## config.mk

```make
export PLATFORM = sky130hd
export DESIGN_NAME = fetch_decode_stage
export DESIGN_NICKNAME = d
export VERILOG_FILES = /design/src/rtl/fetch_decode_stage.sv
export SDC_FILE = /design/constraint.sdc
export NUM_CORES = 1
export LEC_CHECK = 0
export CAP_MARGIN = 20
export CORE_ASPECT_RATIO = 1.1
export CORE_UTILIZATION = 39
export DETAILED_ROUTE_END_ITERATION = 7
export PLACE_DENSITY_LB_ADDON = 0.12
export SYNTH_ARGS = -nofsm -noshare
export SYNTH_HDL_FRONTEND = slang
export SYNTH_SLANG_ARGS = --single-unit
```

## constraint.sdc

```tcl
create_clock -name CLK -period 1.8 [get_ports CLK]
set_input_delay 0.36 -clock CLK [delete_from_list [all_inputs] [get_ports CLK]]
set_output_delay 0.36 -clock CLK [all_outputs]
set_load 0.05 [all_outputs]
```

## src/rtl/fetch_decode_stage.sv

```systemverilog
// Instruction fetch stage with IF/ID pipeline register and decode-field split.
// Holds the PC, latches returned instructions and pre-decodes the extender control bit.
module fetch_decode_stage #(
    parameter logic [31:0] RESET_PC        = 32'h0000_0000,
    parameter bit          ZEXT_OPCODES_EN = 1'b1
) (
    input  logic        CLK,
    input  logic        Reset_L,
    input  logic        Stall,
    input  logic        Flush,
    input  logic        BranchTaken,
    input  logic [31:0] BranchTarget,
    input  logic [31:0] Instr,
    input  logic        InstrValid,
    output logic [31:0] PC,
    output logic        IDValid,
    output logic [31:0] IDInstr,
    output logic [31:0] IDPCPlus4,
    output logic [5:0]  Opcode,
    output logic [4:0]  Rs,
    output logic [4:0]  Rt,
    output logic [4:0]  Rd,
    output logic [5:0]  Funct,
    output logic [15:0] Imm16,
    output logic        ExtCtrl
);

    logic [31:0] pc_q;
    logic        id_valid_q;
    logic [31:0] id_instr_q;
    logic [31:0] id_pc_plus4_q;
    logic        ext_ctrl_q;
    logic [31:0] pc_plus4;
    logic        zext_dec;

    assign pc_plus4 = pc_q + 32'd4;

    // ANDI/ORI/XORI/LUI take a zero-extended immediate.
    always_comb begin
        zext_dec = 1'b0;
        if (ZEXT_OPCODES_EN) begin
            unique case (Instr[31:26])
                6'h0C, 6'h0D, 6'h0E, 6'h0F: zext_dec = 1'b1;
                default:                    zext_dec = 1'b0;
            endcase
        end
    end

    always_ff @(posedge CLK or negedge Reset_L) begin
        if (!Reset_L) begin
            pc_q          <= RESET_PC;
            id_valid_q    <= 1'b0;
            id_instr_q    <= 32'd0;
            id_pc_plus4_q <= 32'd0;
            ext_ctrl_q    <= 1'b0;
        end else if (BranchTaken) begin
            pc_q          <= {BranchTarget[31:2], 2'b00};
            id_valid_q    <= 1'b0;
            id_instr_q    <= 32'd0;
            id_pc_plus4_q <= 32'd0;
            ext_ctrl_q    <= 1'b0;
        end else if (Flush) begin
            id_valid_q    <= 1'b0;
            id_instr_q    <= 32'd0;
            id_pc_plus4_q <= 32'd0;
            ext_ctrl_q    <= 1'b0;
        end else if (Stall) begin
            pc_q          <= pc_q;
        end else if (InstrValid) begin
            pc_q          <= pc_plus4;
            id_valid_q    <= 1'b1;
            id_instr_q    <= Instr;
            id_pc_plus4_q <= pc_plus4;
            ext_ctrl_q    <= zext_dec;
        end else begin
            // Memory wait: insert an all-zero NOP bubble.
            id_valid_q    <= 1'b0;
            id_instr_q    <= 32'd0;
            id_pc_plus4_q <= 32'd0;
            ext_ctrl_q    <= 1'b0;
        end
    end

    assign PC        = pc_q;
    assign IDValid   = id_valid_q;
    assign IDInstr   = id_instr_q;
    assign IDPCPlus4 = id_pc_plus4_q;
    assign Opcode    = id_instr_q[31:26];
    assign Rs        = id_instr_q[25:21];
    assign Rt        = id_instr_q[20:16];
    assign Rd        = id_instr_q[15:11];
    assign Funct     = id_instr_q[5:0];
    assign Imm16     = id_instr_q[15:0];
    assign ExtCtrl   = ext_ctrl_q;

endmodule

```

==> results.md, run 1 <==
- Max incr delay on CP: approximately 0.46 ns
- Slew Limit Fails: 0
- Post-synth top area cell: dfrtp_1
- Post-Synthesis Cells: 490
- Overall power: ~5.8 mW
- Total global routing overflow: 0
- CP Class: register to register
- CTS Sinks: 95
- Pwr per Cell Area: 797 nW/um^2
- Pre-CTS WS: -0.533 ns
- RD Place Congestion: ~0.84
- Vias per Instance: 5.03
- # placed instances: between 800 and 900
- Multi-input logic area: between 2000 and 2500 um^2
- Initial Util: 0.401
- Synth Cell Area: a little under 5000 um^2
- Post-synth ARST share: 1.00
- Top Ports: around 210
- Critical path launch point type: register
- Port bufs: 206
- Worst Path Required: ~2.0 ns
- Worst Path Arrival: between 1.5 and 2 ns
- Antenna cells: 0
- Top delay family on crit path: simple AND/OR/NAND/NOR gates
- Worst skew pair latency: about 0.35 ns
- Crit-path cells: ha_4 > nand3_4 > nor3_4 > nand4_1 > xnor2_1 > mux2_2
- Setup_tns: 0 ns
- Drt wl/cell: approximately 17 um
- Area growth syn-to-layout: 50.8%
- Drt drc: 0
- Largest net degree at the start of global routing: 61
- Final hold violations: 0
- Initial DRT Pass Iterations: 4
- Fillers: around 1000
- CTS Buf Count: 9
- Row count: 42
- Final instance area: approximately 7300 um^2
- Post-synth top cells: dfrtp_1 (95), nand2_1 (78), buf_4 (46)
- WP buf/inv: 0
- Final wirelength: about 14000 um
- Leakage power: around 3.4 nW
- Syn avg cell area: 9.89 um^2
- Sequential fraction of the synthesis area: 0.491
- Util after Layout: 0.605
- Setup Skew: around 0.0066 ns
- Critical Path End Type: register
- Synth warnings: 0
- Setup violations, final: 0
- Dpl cell area: between 6000 and 7000 um^2
- Setup WS post-layout: roughly 0.080 ns
- First-pass GRT wire length: around 23000 um
- Slowest CP cell: dfrtp_2
- Post-synth top area share: 0.491
- Layout Cells excl Fill: between 800 and 900
- DR vias: around 4300
- CP Max Fanout: 6
- Clock root buffer master: clkbuf_16
- Top post-synthesis cells by area: dfrtp_1 (49%), buf_4 (7.1%), nand2_1 (6.0%), a22o_1 (6.0%), xor2_1 (5.8%)
- Die area: between 10000 and 15000 um^2
- Die height: between 100 and 150 um
- H-tree levels: 3
- CTS tree: done
- Max Cap Violations: 0
- Die Wd: about 110 um
- Synth Register Bits: 95
- 1st-iter DRT viols: a little under 200
- Outcome: finished, final reports clean
- Post-DP HPWL: 10700 um
- Longest Clk Path Bufs: 2
- Antenna Nets Post-Route: 0
- Post-synth EDFFs: 0
- Core area: approximately 12000 um^2
- Post-layout min period: 1.72 ns
- Worst VDD drop: roughly 0.48 mV
- Initial antenna violation count: 0
- Nets: 766
- Count of cell types in the netlist: 40
- Total GRT Usage: 0.228
- Vias in the first global route: roughly 4400
- Count leader, synth: dfrtp_1
- Top FF cell, synth: dfrtp_1
- Hold Slack: ~0.48 ns
- Share of layout cells above drive strength 1: 0.371
- Reg area: ~2400 um^2
- Crit share post-route: 0.956
- RSZ-0062 raised after global routing: true
- F_max: 581 MHz
- Clock slew seen by the registers of the worst setup and hold paths: approximately 0.070 ns
- Hold Path Class: register to register
## flip-flops by register name (all words and copies together), names as in the netlist
name	count
IDPCPlus4	31
ExtCtrl	1
PC	30
IDInstr	32
IDValid	1
## layer usage
| metal | vias to the layer above | track usage | part of all wire |
|---|---|---|---|
| met3 | 24 | 0.0460 | 0.063 |
| met5 | - | 0 | 0 |
| met1 | 2072 | 0.281 | 0.42 |
| met4 | 0 | 0.0946 | 0.024 |
| met2 | 162 | 0.385 | 0.50 |
| li1 | 2038 | - | - |
## where the power goes
part,internal [mW],switching (mW)
sequential,2.23,0.128
clock,1.40,0.816
combinational,0.494,0.755
total,4.12,1.70
## placed cells by master, fill, tap and decap left out, types with 5 or more instances in the layout
cell             instances
buf_4                  192
nand2_1                 78
dfrtp_1                 72
clkdlybuf4s50_1         62
o21ai_1                 39
a22o_1                  33
xor2_1                  32
xnor2_1                 25
dfrtp_2                 23
nand3_1                 19
o21ai_0                 18
nand4_1                 15
nor2_1                  14
clkbuf_16                9
buf_12                   7
nor3_1                   5
## what timing repair did
item,4_1_cts,5_1_grt
setup buffers,0,9
setup endpoints to repair,13,19
cloned,0,0
pin swaps,1,9
endpoints found under the hold margin,28,0
hold buffers,1,0
resized for setup,3,9
## worst paths after layout
check | startpoint | to | slack, ns | cells past startpoint
min in group asynchronous | Reset_L | IDInstr[26]$_DFFE_PN0P_ | 0.49 | 2
max in group asynchronous | Reset_L | PC[20]$_DFFE_PN0P_ | 0.77 | 3
max | PC[3]$_DFFE_PN0P_ | PC[30]$_DFFE_PN0P_ | 0.08 | 6
min reg2reg | IDPCPlus4[7]$_DFFE_PN0P_ | IDPCPlus4[7]$_DFFE_PN0P_ | 0.48 | 2
min | IDPCPlus4[7]$_DFFE_PN0P_ | IDPCPlus4[7]$_DFFE_PN0P_ | 0.48 | 2
max reg2reg | PC[3]$_DFFE_PN0P_ | PC[30]$_DFFE_PN0P_ | 0.08 | 6
## logic make-up after synthesis
logic type	Yosys count	share of synthesized area
multiplexers	3	0.00671
AND/OR/NAND/NOR	165	0.178
adder cells (fa/ha/maj)	1	0.00258
flip-flops	95	0.491
buffers and inverters	78	0.100
AO/OA/AOI/OAI	90	0.119
XOR/XNOR	57	0.103
other	1	0.000774
## tightest hold or removal path, delay by kind of cell, from the launching register on
kind | cells | cell delay [ns]
AOI/OAI and AO/OA | 1 | 0.06
DFF | 1 | 0.34
and+or+nand+nor | 1 | 0.05
## final cells by class
class | count | share of cell area
tap | 154 | 0.0264
inverter | 3 | 0.00154
clock inverter | 5 | 0.0144
sequential | 95 | 0.329
timing repair buffer | 268 | 0.312
multi-input combinational | 318 | 0.284
clock buffer | 11 | 0.0332
No activity file was read; power rests on OpenSTA's default activity.
==> inputs of run 2 (changes only) <==
--- a/config.mk
+++ b/config.mk
@@ -5,7 +5,7 @@
 export SDC_FILE = /design/constraint.sdc
 export NUM_CORES = 1
 export LEC_CHECK = 0
-export CAP_MARGIN = 20
+export CAP_MARGIN = 40
 export CORE_ASPECT_RATIO = 1.1
 export CORE_UTILIZATION = 39
 export DETAILED_ROUTE_END_ITERATION = 7
==> results of run 2 <==
The final DEF is identical to that of run 1; final timing and power are the same.
